File: config.mk
export PLATFORM = sky130hd
export DESIGN_NAME = filter_phase_sequencer
export DESIGN_NICKNAME = d
export VERILOG_FILES = /design/src/rtl/filter_phase_sequencer_pkg.sv /design/src/rtl/filter_phase_sequencer_sync2.sv /design/src/rtl/filter_phase_sequencer.sv
export SDC_FILE = /design/constraint.sdc
export NUM_CORES = 1
export LEC_CHECK = 0
export ABC_AREA = 1
export BUFFER_PORTS_ARGS = -buffer_cell sky130_fd_sc_hd__buf_2
export CORE_ASPECT_RATIO = 0.6
export CORE_MARGIN = 2
export CORE_UTILIZATION = 55
export CTS_BUF_LIST = sky130_fd_sc_hd__clkbuf_4 sky130_fd_sc_hd__clkbuf_8
export DETAILED_ROUTE_END_ITERATION = 7
export PLACE_DENSITY_LB_ADDON = 0.12
export SKIP_CTS_REPAIR_TIMING = 1
export SLEW_MARGIN = 20
export SYNTH_ARGS = -nofsm -noshare
export SYNTH_HDL_FRONTEND = slang
export SYNTH_SLANG_ARGS = --single-unit
File: constraint.sdc
create_clock -name wb_clk_i -period 2.13 [get_ports wb_clk_i]
set_clock_uncertainty 0.15 [all_clocks]
set_input_delay 0.1065 -clock wb_clk_i [delete_from_list [all_inputs] [get_ports wb_clk_i]]
set_output_delay 0.1065 -clock wb_clk_i [all_outputs]
set_load 0.01 [all_outputs]
File: src/rtl/filter_phase_sequencer_pkg.sv
// Shared types and constants for the cochlea filter phase sequencer.
// Holds the FSM state encoding, the minimum dead time and the default field widths.
package filter_phase_sequencer_pkg;

  localparam int DEF_DIV_W  = 8;
  localparam int DEF_DEAD_W = 4;
  localparam int DEF_CNT_W  = 16;

  // A gap of at least two clocks lets the 2-flop synchronizers settle before capture.
  localparam int MIN_DEAD = 2;

  typedef enum logic [2:0] {
    IDLE,
    PH1,
    GAP1,
    PH2,
    GAP2
  } state_t;

endpackage

File: src/rtl/filter_phase_sequencer_sync2.sv
// Two-flop synchronizer for the asynchronous comparator outputs of the macro.
// Cleared by the sequencer's asynchronous active-low reset.
module sync2
  import filter_phase_sequencer_pkg::*;
(
  input  logic clk,
  input  logic rst_n,
  input  logic d,
  output logic q
);

  logic meta;

  always_ff @(posedge clk or negedge rst_n) begin
    if (!rst_n) begin
      meta <= 1'b0;
      q    <= 1'b0;
    end else begin
      meta <= d;
      q    <= meta;
    end
  end

endmodule

File: src/rtl/filter_phase_sequencer.sv
// Non-overlapping two-phase clock generator for the switched-capacitor filter macro,
// with once-per-frame comparator sampling and a single-entry valid/ready event output.
module filter_phase_sequencer
  import filter_phase_sequencer_pkg::*;
#(
  parameter int DIV_W  = DEF_DIV_W,
  parameter int DEAD_W = DEF_DEAD_W,
  parameter int CNT_W  = DEF_CNT_W
) (
  input  logic              wb_clk_i,
  input  logic              wb_rst_n,
  input  logic              enable,
  input  logic [DIV_W-1:0]  half_period,
  input  logic [DEAD_W-1:0] dead_time,
  output logic              phi1,
  output logic              phi2,
  output logic              phi1b,
  output logic              phi2b,
  input  logic              compout,
  input  logic              pol,
  input  logic              polxevent,
  output logic              ev_valid,
  input  logic              ev_ready,
  output logic              ev_pol,
  output logic              ev_comp,
  output logic [CNT_W-1:0]  ev_stamp,
  output logic [CNT_W-1:0]  drop_cnt,
  output logic              busy
);

  localparam int PW = (DIV_W > DEAD_W) ? DIV_W : DEAD_W;
  localparam logic [PW-1:0]     CNT_ONE   = PW'(1);
  localparam logic [DEAD_W-1:0] MIN_DT    = DEAD_W'(MIN_DEAD);
  localparam logic [CNT_W-1:0]  FRAME_ONE = CNT_W'(1);
  localparam logic [CNT_W-1:0]  DROP_MAX  = '1;

  state_t            state;
  logic [PW-1:0]     cnt;
  logic [DIV_W-1:0]  hp;
  logic [DEAD_W-1:0] dt;
  logic [CNT_W-1:0]  frame_cnt;
  logic [DEAD_W-1:0] dead_min;
  logic              comp_s;
  logic              pol_s;
  logic              px_s;
  logic              cnt_done;
  logic              last_gap2;
  logic              start;

  sync2 u_sync_comp (.clk(wb_clk_i), .rst_n(wb_rst_n), .d(compout),   .q(comp_s));
  sync2 u_sync_pol  (.clk(wb_clk_i), .rst_n(wb_rst_n), .d(pol),       .q(pol_s));
  sync2 u_sync_px   (.clk(wb_clk_i), .rst_n(wb_rst_n), .d(polxevent), .q(px_s));

  assign cnt_done  = (cnt == '0);
  assign last_gap2 = (state == GAP2) && cnt_done;
  assign start     = enable && ((state == IDLE) || last_gap2);
  assign dead_min  = (dead_time < MIN_DT) ? MIN_DT : dead_time;

  // cnt counts down the remaining clocks of the current phase or gap; a new
  // frame (from IDLE or straight out of GAP2) overrides whatever the case chose.
  always_ff @(posedge wb_clk_i or negedge wb_rst_n) begin
    if (!wb_rst_n) begin
      state <= IDLE;
      cnt   <= '0;
      hp    <= '0;
      dt    <= MIN_DT;
      phi1  <= 1'b0;
      phi2  <= 1'b0;
      phi1b <= 1'b1;
      phi2b <= 1'b1;
      busy  <= 1'b0;
    end else begin
      case (state)
        IDLE: begin
          cnt <= '0;
        end
        PH1: begin
          if (cnt_done) begin
            state <= GAP1;
            phi1  <= 1'b0;
            phi1b <= 1'b1;
            cnt   <= PW'(dt) - CNT_ONE;
          end else begin
            cnt <= cnt - CNT_ONE;
          end
        end
        GAP1: begin
          if (cnt_done) begin
            state <= PH2;
            phi2  <= 1'b1;
            phi2b <= 1'b0;
            cnt   <= PW'(hp);
          end else begin
            cnt <= cnt - CNT_ONE;
          end
        end
        PH2: begin
          if (cnt_done) begin
            state <= GAP2;
            phi2  <= 1'b0;
            phi2b <= 1'b1;
            cnt   <= PW'(dt) - CNT_ONE;
          end else begin
            cnt <= cnt - CNT_ONE;
          end
        end
        GAP2: begin
          if (cnt_done) begin
            state <= IDLE;
            busy  <= 1'b0;
          end else begin
            cnt <= cnt - CNT_ONE;
          end
        end
        default: begin
          state <= IDLE;
          phi1  <= 1'b0;
          phi2  <= 1'b0;
          phi1b <= 1'b1;
          phi2b <= 1'b1;
          busy  <= 1'b0;
        end
      endcase

      if (start) begin
        state <= PH1;
        hp    <= half_period;
        dt    <= dead_min;
        cnt   <= PW'(half_period);
        phi1  <= 1'b1;
        phi1b <= 1'b0;
        busy  <= 1'b1;
      end
    end
  end

  // Capture at the end of GAP2; a load may coincide with the consumer's accept.
  always_ff @(posedge wb_clk_i or negedge wb_rst_n) begin
    if (!wb_rst_n) begin
      ev_valid  <= 1'b0;
      ev_pol    <= 1'b0;
      ev_comp   <= 1'b0;
      ev_stamp  <= '0;
      drop_cnt  <= '0;
      frame_cnt <= '0;
    end else begin
      if (ev_valid && ev_ready) begin
        ev_valid <= 1'b0;
      end
      if (last_gap2) begin
        frame_cnt <= frame_cnt + FRAME_ONE;
        if (px_s) begin
          if (!ev_valid || ev_ready) begin
            ev_valid <= 1'b1;
            ev_pol   <= pol_s;
            ev_comp  <= comp_s;
            ev_stamp <= frame_cnt;
          end else if (drop_cnt != DROP_MAX) begin
            drop_cnt <= drop_cnt + FRAME_ONE;
          end
        end
      end
    end
  end

endmodule

-- Word-level counts from Yosys, hierarchy flattened
Index checks and enable logic that the tools add are counted.
- flip-flop bits (word level): 85
- input bits: 19
- output and inout port bits: 40
- logic and storage cells: 89
- $add $sub $neg: 4
- order comparisons: 1
- equal/unequal tests: 15
- mux-type cells: 26
- bitwise gates (word level): 2
- reductions and logical operators: 20
- operators by type and width (cell ; number):
    $add 16x1->16 const B ; 2
    $mux 8 ; 4
    $pmux 8 s4 ; 1
    $ne 16x16->1 const B ; 1
    $mux 3 ; 5
    $ne 3x3->1 const B ; 5
    $pmux 3 s5 ; 1
    $mux 1 ; 9
    $logic_not 8->1 ; 1
    $reduce_or 4->1 ; 2
    $sub 8x1->8 const B ; 1
    $eq 3x2->1 const B ; 2
    $ne 2x2->1 const B ; 3
    $pmux 1 s2 ; 3
    $pmux 1 s3 ; 2
    $reduce_and 2->1 ; 3
    $reduce_and 3->1 ; 2
    $reduce_and 5->1 ; 1
    $reduce_bool 5->1 ; 1
    $sub 4x1->5 const B ; 1
    $lt 4x2->1 const B ; 1
    $mux 4 ; 1
    $ne 2x1->1 const B ; 2
    $reduce_and 4->1 ; 1
    other kinds (9) ; 13

-- Depth between registers and ports, before layout
Gate-level depths: netlist (run 1).
- depth in word-level cells: 6
- gate-level depth with buffers: 12

-- Hierarchy
Synthesis (run 1) repeated with hierarchy kept, for this count alone.
- cells, all modules: 559
- area total of the unflattened synthesis: 4434.3 µm²
- by module, submodules not included (module ; times used ; cells each ; area each (µm²)):
    filter_phase_sequencer ; 1 ; 553 ; 4284.1
    sync2 ; 3 ; 2 ; 50.0

-- Worst setup path before layout (run 1)
OpenSTA, ideal clock, no wires.
- path type: register to register
- start point: register drop_cnt[0]
- end point: register drop_cnt[14]
- library setup time: 0.122 ns
- data arrival time: 1.511 ns
- setup slack: 0.347 ns
- cell stages (with the launch flop): 11
- cell sequence: dfrtp_1 -> ha_1 -> nand3_1 -> inv_1 -> nand2_1 -> nor2_1 -> nor2_1 -> nand3_4 -> inv_4 -> buf_6 -> o21ai_1
- longest elaborated chain between the ends: 2
- elaborated cells on any way between the ends: 3
- those cells by class: add/sub: 1; eq/ne: 1; reduce/logical: 1
- RTL lines (what ; line ; source):
    from (decl) ; filter_phase_sequencer.sv:27 ; output logic [CNT_W-1:0] drop_cnt,
    from (signal assigned) ; filter_phase_sequencer.sv:159 ; drop_cnt <= drop_cnt + FRAME_ONE;
    parallel branches: the longest is 2 deep, another holds $add 16x1->16 ; - ;
Parallel ways; which one is timed is not known.
A chain may end at the register's enable or synchronous reset.

-- Worst setup path after layout (run 1)
- start point: register cnt[0]
- end point: register frame_cnt[7]
- longest elaborated chain between the ends: 2
- RTL lines (what ; line ; source):
    from (decl) ; filter_phase_sequencer.sv:38 ; logic [PW-1:0] cnt;
    from (signal assigned) ; filter_phase_sequencer.sv:82 ; cnt <= PW'(dt) - CNT_ONE;
    from (signal assigned) ; filter_phase_sequencer.sv:84 ; cnt <= cnt - CNT_ONE;
    from (signal assigned) ; filter_phase_sequencer.sv:92 ; cnt <= PW'(hp);
    $logic_not 8->1 ; filter_phase_sequencer.sv:54 ; assign cnt_done = (cnt == '0);
    $logic_and 1x1->1 ; filter_phase_sequencer.sv:55 ; assign last_gap2 = (state == GAP2) && cnt_done;
    to (signal assigned) ; filter_phase_sequencer.sv:151 ; frame_cnt <= frame_cnt + FRAME_ONE;
    to (decl) ; filter_phase_sequencer.sv:41 ; logic [CNT_W-1:0] frame_cnt;
Every way passes these cells.

==> metrics, run 1 <==
Placement Rows 25; DRC violations left 0; boundary pin count 59; Leak Pwr ~0.0026 µW; kind of critical path reg2reg; total global routing overflow 0; main combinational cell family by area after synthesis simple AND/OR/NAND/NOR gates; number of global-route vias before repair 3443; Clock Tree Root clkbuf_8; Final Setup Violations 0; worst skew pair latency approximately 0.36 ns; Synth Area in XOR/XNOR slightly above 6%; Max Buffers Root-to-Sink 2; clock tree from TritonCTS yes; unrepaired setup endpoints after global routing true; Worst Max-Slew Pin Slew 0.4123 ns; area leader, netlist dfrtp_1; top post-synthesis cells by area dfrtp_1 47%, nand2_1 13%, inv_1 6.1%, nand3_1 4.6%, xor2_1 4.4%; max cap viols 0; Final period util 93.44%; P&R area growth vs syn 20.84%; pin count of the biggest net entering global routing 59; Distinct cells, synth 30; metal2 WL about 4000 µm; number of synthesized flops with an enable pin 0; HP Class in2async; syn_nets approximately 580; Worst Setup End Kind flip-flop; IO Port Bufs 58; Ys Warns 0; width of the chip about 120 µm; maximum VDD drop approximately 0.91 mV; clk slew on worst S/H paths ~0.090 ns; Final Hold Fails 0; final slew viol count 0; fin worst setup slack 0.1398 ns; drt via density 5.058; cell count after synthesis 552; Commonest cells post-synth 154 x nand2_1, 82 x dfrtp_1, 71 x inv_1; dpl hpwl 7164 µm; Setup crit start cnt[0]$_DFFE_PN0P_; routed wire length per instance 13.31 µm; Reg2Reg Setup Slack approximately 0.14 ns; WP data arrival 2.10 ns; Slew HR 72.41%; Initial DRC Count 240; Fillers about 700; die height 73.19 µm; Yosys top cell area share 46.76%; Place WS 0.07901 ns; layout cells sized above 1 18.06%; Critical Path Source Type flip-flop; Synth Area in Simple Gates 28.00%; core area 7820 µm²; register area share after synthesis 48.56%; Final min period 1.990 ns; H-tree levels 3; Die Area 8732 µm²; Post-Route M1 WL between 5000 and 6000 µm; Mapped Area roughly 4400 µm²; Yosys reg bits 85; Overall Power 5544 µW; mux contribution to synthesized area 0%; DRT Wirelength 10060 µm; area share of fa/ha/maj cells after synthesis under 10%; Num CTS Buffers 9; setup TNS 0 ns; Avg Cell Area, Syn slightly below 8 µm²; complex-gate fraction of the synthesized area 8.013%; first-pass GRT wire length 16460 µm; status finished clean; gr usage total 24.09%; Sink Count 85; Max Used Layer met4; maximum clock frequency 502.5 MHz; PwrDens 1046 nW/µm²; DR vias about 3800; fin nets between 600 and 700; WL met3 approximately 690 µm; most common cell in the synthesized netlist nand2_1; Starting Density 56.11%; maximum fanout along the worst path 5; Placer Congestion 0.9211; Routed Antenna Nets 0; WP data required 2.24 ns; Detailed Routing Iterations Pass 1 4; dominant synthesized flop cell dfrtp_1; RR Startpoint cnt[0]$_DFFE_PN0P_; initial antenna violation count 0; asr flop ratio synth 100.0%; Diodes inserted 0
-- logic make-up (layout without fill, tap and decap cells) --
family,Yosys count,after routing
AO/OA/AOI/OAI,67,67
adder cells (fa/ha/maj),4,4
flip-flops,85,85
XOR/XNOR,31,31
buffers and inverters,85,179
AND/OR/NAND/NOR,280,282
-- sequential cells by signal, summed over array words and instances, names as in the netlist, 3 cells and up --
name       count
ev_stamp      16
state          3
drop_cnt      16
frame_cnt     16
dt             4
cnt            8
hp             8
-- layout make-up --
type                    instances  area, µm²  area share [%]
inverters                      77      299.0           5.639
well taps                     108      135.1           2.548
repair buffers                 86      568.0           10.71
clock buffers                  12      152.6           2.879
multi-input cells             384       1944           36.67
clock inverters                 4      72.57           1.369
flip-flops and latches         85       2131           40.18
-- worst max-delay path, stage by stage (launching register included) --
cell,delay [ns]
dfrtp_1,0.41
inv_1,0.11
ha_2,0.21
nand2_1,0.06
nor2_1,0.14
nand2_1,0.11
nor2_4,0.13
nand4_1,0.19
nor2_4,0.20
nand2_1,0.06
nand2_1,0.06
nand2_1,0.05
-- path summary, 6_finish.rpt --
path,to,cells after the start
setup reg to reg,frame_cnt[7]$_DFFE_PN0P_,11
min in group wb_clk_i,phi1b$_DFFE_PN1P_,4
hold reg to reg,u_sync_px.q$_DFF_PN0_,0
max in group asynchronous,drop_cnt[7]$_DFFE_PN0P_,3
hold / removal,hp[5]$_DFFE_PN0P_,2
setup / recovery,frame_cnt[7]$_DFFE_PN0P_,11
-- layout by cell type, fill, tap and decap left out, types with 4 or more instances in the layout --
cell,netlist,final
a21oi_1,7,7
buf_2,4,57
buf_4,0,11
clkbuf_8,0,10
dfrtp_1,82,82
dlygate4sd3_1,0,16
inv_1,71,71
inv_2,4,4
nand2_1,154,154
nand2_2,6,6
nand3_1,40,40
nand4_1,7,7
nor2_1,51,50
nor2_4,4,6
nor3_1,11,11
o21ai_0,26,26
o21ai_1,26,26
o22ai_1,5,5
xnor2_1,9,9
xor2_1,22,22
-- power breakdown --
part           internal (µW)  switching, µW  total, µW
Combinational            778           1350       2130
Clock                    717            571       1290
Sequential              1920            209       2130
-- routing by layer --
metal,GRT usage (%),vias to the layer above
li1,-,1934
met1,37.97,1773
met2,32.95,110
met3,5.703,7
met4,6.275,0
met5,0,-
-- per-stage QoR --
| stage | instances | utilization [%] | hold WS (ns) | instance area [µm²] |
|---|---|---|---|---|
| floorplan | 552 | - | -0.3391 | 4388 |
| global placement | 718 | 61.92 | -0.09927 | 4842 |
| detailed placement | 718 | 61.92 | -0.09812 | 4842 |
| CTS | 734 | 64.80 | -0.5035 | 5067 |
| global route | 756 | 67.81 | 0.06434 | 5303 |
| finish | 756 | 67.81 | 0.03831 | 5303 |
Note: power is estimated with default switching activity, not from simulation.
==> run 2: changes to the inputs <==
--- a/config.mk
+++ b/config.mk
@@ -12,9 +12,11 @@
 export CORE_UTILIZATION = 55
 export CTS_BUF_LIST = sky130_fd_sc_hd__clkbuf_4 sky130_fd_sc_hd__clkbuf_8
 export DETAILED_ROUTE_END_ITERATION = 7
+export GPL_TIMING_DRIVEN = 0
 export PLACE_DENSITY_LB_ADDON = 0.12
 export SKIP_CTS_REPAIR_TIMING = 1
 export SLEW_MARGIN = 20
 export SYNTH_ARGS = -nofsm -noshare
 export SYNTH_HDL_FRONTEND = slang
+export SYNTH_HIERARCHICAL = 1
 export SYNTH_SLANG_ARGS = --single-unit
==> metrics, run 2 <==
max cap viols 0; number of synthesized flops with an enable pin 0; most common cell in the synthesized netlist nand2_1; Final Util roughly two thirds; Die Area 8820 µm²; DR vias a little over 4000; die height approximately 74 µm; Worst Setup End Kind flip-flop; Multi-input gate area 1959 µm²; kind of critical path reg2reg; Yosys top cell area share a little under half; Ys Warns 6; Final Setup Violations 0; dominant synthesized flop cell dfrtp_1; Starting Density 56.48%; Detailed Routing Iterations Pass 1 5; asr flop ratio synth 100.0%; width of the chip between 100 and 150 µm; pin count of the biggest net entering global routing 53; IO Port Bufs 58; Avg Cell Area, Syn 7.932 µm²; P&R area growth vs syn 20.77%; syn_nets 582; fin worst setup slack ~0.09 ns; Diodes inserted 0; Fillers around 660; Num CTS Buffers 9; area leader, netlist dfrtp_1; maximum fanout along the worst path 10; H-tree levels 3; final slew viol count 0; Final min period 2.038 ns; boundary pin count 59; first-pass GRT wire length 17620 µm; Place WS -0.1100 ns; dpl hpwl 7761 µm; placed inst area 4890 µm²; unrepaired setup endpoints after global routing false; register area share after synthesis 48.05%; HP Class in2async; fin area roughly 5400 µm²; top post-synthesis cells by area dfrtp_1 46%, nand2_1 13%, inv_1 5.8%, nand3_1 5.0%, nor2_1 4.1%; Worst Max-Slew Pin Slew between 0.4 and 0.5 ns; clock tree from TritonCTS yes; Distinct cells, synth 32; Top Registers drop_cnt (16), ev_stamp (16), frame_cnt (16); DRC violations left 0; Commonest cells post-synth 152 x nand2_1, 82 x dfrtp_1, 69 x inv_1; maximum VDD drop between 0.8 and 0.9 mV; core area between 7000 and 8000 µm²; WP data required around 2.2 ns; worst skew pair latency 0.37 ns; initial antenna violation count 0; cell count after synthesis 559; drt via density 5.249; Mapped Area between 4000 and 5000 µm²; Yosys reg bits 85; Final period util 95.69%; Placer Congestion 0.9989; clk slew on worst S/H paths 0.09 ns; number of global-route vias before repair about 3700; status finished clean; Placement Rows 25; PwrDens 1064 nW/µm²; Max Buffers Root-to-Sink 2; most common cell after layout, fill and taps aside nand2_1; Leak Pwr 0.002716 µW; WP data arrival 2.15 ns; Seq. cell area 2131 µm²; routed wire length per instance 13.81 µm; Critical Path Source Type flip-flop; Reg2Reg Setup Slack 0.09 ns; DRT Wirelength 10610 µm; Initial DRC Count 408; total global routing overflow 0; Slew HR about 69%; Sink Count 85; layout cells sized above 1 20.15%; most frequent cells in the layout 152 x nand2_1, 82 x dfrtp_1, 67 x inv_1; Clock Tree Root clkbuf_8; Final Hold Fails 0; Routed Antenna Nets 0; maximum clock frequency between 400 and 500 MHz; gr usage total 25.81%; fin nets 678
-- run 2: cell types whose count changed in the layout (fill, tap and decap cells not counted), moves of 3 or more --
cell / previous run / this run
inv_2: 4 / 11
o21ai_0: 26 / 34
nand3b_1: 0 / 3
inv_1: 71 / 67
a21oi_1: 7 / 10
nand3_1: 40 / 43
buf_6: 0 / 4
nor2_2: 2 / 6
o22ai_1: 5 / 1
nor2_1: 50 / 44
xnor2_1: 9 / 6
-- run 2: worst paths after layout --
path,from,endpoint,depth (start not counted)
min,wb_rst_n,ev_stamp[6]$_DFFE_PN0P_,2
min in group wb_clk_i,u_sync_pol/meta$_DFF_PN0_,u_sync_pol/q$_DFF_PN0_,0
max reg2reg,cnt[0]$_DFFE_PN0P_,cnt[3]$_DFFE_PN0P_,10
min reg2reg,u_sync_pol/meta$_DFF_PN0_,u_sync_pol/q$_DFF_PN0_,0
max in group asynchronous,wb_rst_n,drop_cnt[9]$_DFFE_PN0P_,3
max,cnt[0]$_DFFE_PN0P_,cnt[3]$_DFFE_PN0P_,10
-- run 2: final cells by class --
type                       count  share of cell area, %
clock buffer                   9                  2.313
multi-input combinational    385                  36.59
clock inverter                 7                  1.098
tap                          108                  2.523
buffer                        10                  1.589
sequential                    85                  39.79
inverter                      79                  5.631
timing repair buffer          85                  10.47
-- run 2: critical path, cell delays in order (launching register included) --
cell and delay [ns]:
dfrtp_1 0.41, inv_2 0.11, ha_4 0.16, nand2_1 0.09
nor2_4 0.16, nand3_4 0.18, nand2_4 0.14, nand2_4 0.07
buf_4 0.19, a21oi_1 0.20, nor2_1 0.06
-- run 2: per-layer routing --
metal / share of wire, % / vias to the layer above / global-route usage (%)
met5: 0 / - / 0
met4: 0.92 / 0 / 5.752
met3: 7.4 / 11 / 7.609
met2: 41 / 148 / 35.54
met1: 51 / 1907 / 39.85
li1: - / 1965 / -
-- run 2: metrics by stage --
| step | total power (µW) | setup TNS [ns] | hold WS [ns] | std cells |
|---|---|---|---|---|
| 2_1_floorplan | 3809 | 0 | -0.3391 | 559 |
| 3_3_place_gp | 4353 | -0.5436 | 0.06472 | 725 |
| 3_5_place_dp | 4421 | -0.7262 | -0.05629 | 726 |
| 4_1_cts | 5518 | -1.223 | -0.4658 | 742 |
| 5_1_grt | 6143 | 0 | 0.1021 | 768 |
| 6_report | 5698 | 0 | 0.07759 | 768 |
-- run 2: cells by family after synthesis --
group,count (synthesis),share of synthesized area (%)
simple gates,281,28.47
flops,85,48.05
fa+ha+maj,4,1.129
compound gates,73,8.522
buf+inv,89,8.493
xor+xnor,27,5.333
-- run 2: power breakdown --
part,leakage [µW],internal [µW],total (µW),switching [µW]
combinational,0.00154,862,2480,1620
clock,0.0000921,441,1080,634
sequential,0.00109,1930,2140,209
==> run 3: changes to the inputs <==
--- a/config.mk
+++ b/config.mk
@@ -14,6 +14,7 @@
 export DETAILED_ROUTE_END_ITERATION = 7
 export GPL_TIMING_DRIVEN = 0
 export PLACE_DENSITY_LB_ADDON = 0.12
+export RECOVER_POWER = 50
 export SKIP_CTS_REPAIR_TIMING = 1
 export SLEW_MARGIN = 20
 export SYNTH_ARGS = -nofsm -noshare
==> metrics, run 3 (synthesis gave the netlist of run 2 again) <==
WP data required between 2 and 2.5 ns; critical-path cell list inv_2 > ha_4 > nand2_1 > nor2_4 > nand3_4 > nand2_4 > nand2_4 > buf_4 > a21oi_1 > nor2_1; Critical-path top delay cell dfrtp_1; Worst Max-Slew Pin Slew between 0.8 and 0.9 ns; max cap viols 0; fin nets 678; status finished clean; CP bufs+invs 2; Leak Pwr 0.002648 µW; routed wire length per instance 13.76 µm; clock tree from TritonCTS yes; maximum VDD drop 0.8020 mV; die height 73.55 µm; DRT Wirelength 10570 µm; boundary pin count 59; WP data arrival 2.13 ns; H-tree levels 3; most common cell after layout, fill and taps aside nand2_1; Placement Rows 25; Die Area about 9000 µm²; gr usage total 25.81%; maximum fanout along the worst path 10; Final Setup Violations 0; Top Registers drop_cnt (16), ev_stamp (16), frame_cnt (16); Clock Tree Root clkbuf_8; Seq. cell area between 2000 and 2500 µm²; PwrDens 1067 nW/µm²; Placer Congestion 0.9989; drt via density 5.210; final slew viol count 0; CP max stage delay slightly above 0.4 ns; Max Buffers Root-to-Sink 2; P&R area growth vs syn 19.86%; Initial DRC Count 320; HP Class reg2reg; initial antenna violation count 0; DRC violations left 0; dpl hpwl slightly below 8000 µm; Multi-input gate area a little under 2000 µm²; layout cells sized above 1 18.03%; unrepaired setup endpoints after global routing false; Detailed Routing Iterations Pass 1 5; final std cells w/o fill ~770; Starting Density between 50% and 60%; first-pass GRT wire length approximately 18000 µm; Critical Path Source Type flip-flop; width of the chip 119.9 µm; Worst Setup End Kind flip-flop; core area approximately 8000 µm²; Final period util 94.60%; IO Port Bufs 58; Final min period 2.015 ns; Diodes inserted 0; Sink Count 85; CP top delay family simple AND/OR/NAND/NOR gates; most frequent cells in the layout 152 x nand2_1, 82 x dfrtp_1, 67 x inv_1; hold slack between 0.2 and 0.25 ns; DR vias 4001; Post-Place Cells a little over 700; most frequent CP cell nand2_4; worst skew pair latency around 0.37 ns; total global routing overflow 0; Final Hold Fails 0; Num CTS Buffers 9; clk slew on worst S/H paths 0.09 ns; number of global-route vias before repair ~3700; Final Util between 60% and 70%; pin count of the biggest net entering global routing 53; Slew HR 43.42%; Fillers 667; Routed Antenna Nets 0; maximum clock frequency 496.3 MHz; kind of critical path reg2reg
[run 3: power by group]
group | leakage (µW) | total (µW) | switching, µW | internal [µW]
clock | 0.0000921 | 1070 | 632 | 441
sequential | 0.00109 | 2140 | 209 | 1930
combinational | 0.00147 | 2450 | 1610 | 849
[run 3: path summary, 6_finish.rpt]
kind / startpoint / to / slack, ns / cells after the start
max: cnt[0]$_DFFE_PN0P_ / cnt[3]$_DFFE_PN0P_ / 0.11 / 10
min: u_sync_pol/meta$_DFF_PN0_ / u_sync_pol/q$_DFF_PN0_ / 0.21 / 0
max reg2reg: cnt[0]$_DFFE_PN0P_ / cnt[3]$_DFFE_PN0P_ / 0.11 / 10
min reg2reg: u_sync_pol/meta$_DFF_PN0_ / u_sync_pol/q$_DFF_PN0_ / 0.21 / 0
max in group asynchronous: wb_rst_n / drop_cnt[7]$_DFFE_PN0P_ / 0.31 / 3
min in group asynchronous: wb_rst_n / phi1$_DFFE_PN0P_ / 0.22 / 2
[run 3: per-layer routing]
| layer | track usage (%) | wire length (µm) | part of all wire [%] |
|---|---|---|---|
| met1 | 39.85 | 5307 | 50 |
| met5 | 0 | 0 | 0 |
| met4 | 5.752 | 107 | 1.0 |
| met3 | 7.609 | 842 | 8.0 |
| met2 | 35.54 | 4310 | 41 |
[run 3: stage by stage]
stage / setup TNS (ns) / area, µm² / power, µW / setup slack [ns]
2_1_floorplan: 0 / 4434 / 3809 / 0.2848
3_3_place_gp: -0.5436 / 4860 / 4353 / -0.04704
3_5_place_dp: -0.7262 / 4890 / 4421 / -0.1100
4_1_cts: -1.223 / 5072 / 5518 / -0.1247
5_1_grt: 0 / 5315 / 6129 / 0.002408
6_report: 0 / 5315 / 5671 / 0.1149
[run 3: worst register-to-register path: stages (launching register included)]
cell	delay (ns)
dfrtp_1	0.41
inv_2	0.11
ha_4	0.16
nand2_1	0.09
nor2_4	0.16
nand3_4	0.18
nand2_4	0.15
nand2_4	0.07
buf_4	0.19
a21oi_1	0.19
nor2_1	0.06
[run 3: area by class of cell]
type	instances	share of cell area [%]
Buffer	10	1.601
Clock buffer	9	2.331
Clock inverter	7	1.106
Inverter	79	5.673
Multi-Input combinational cell	385	36.86
Sequential cell	85	40.09
Tap cell	108	2.542
Timing Repair Buffer	85	9.793
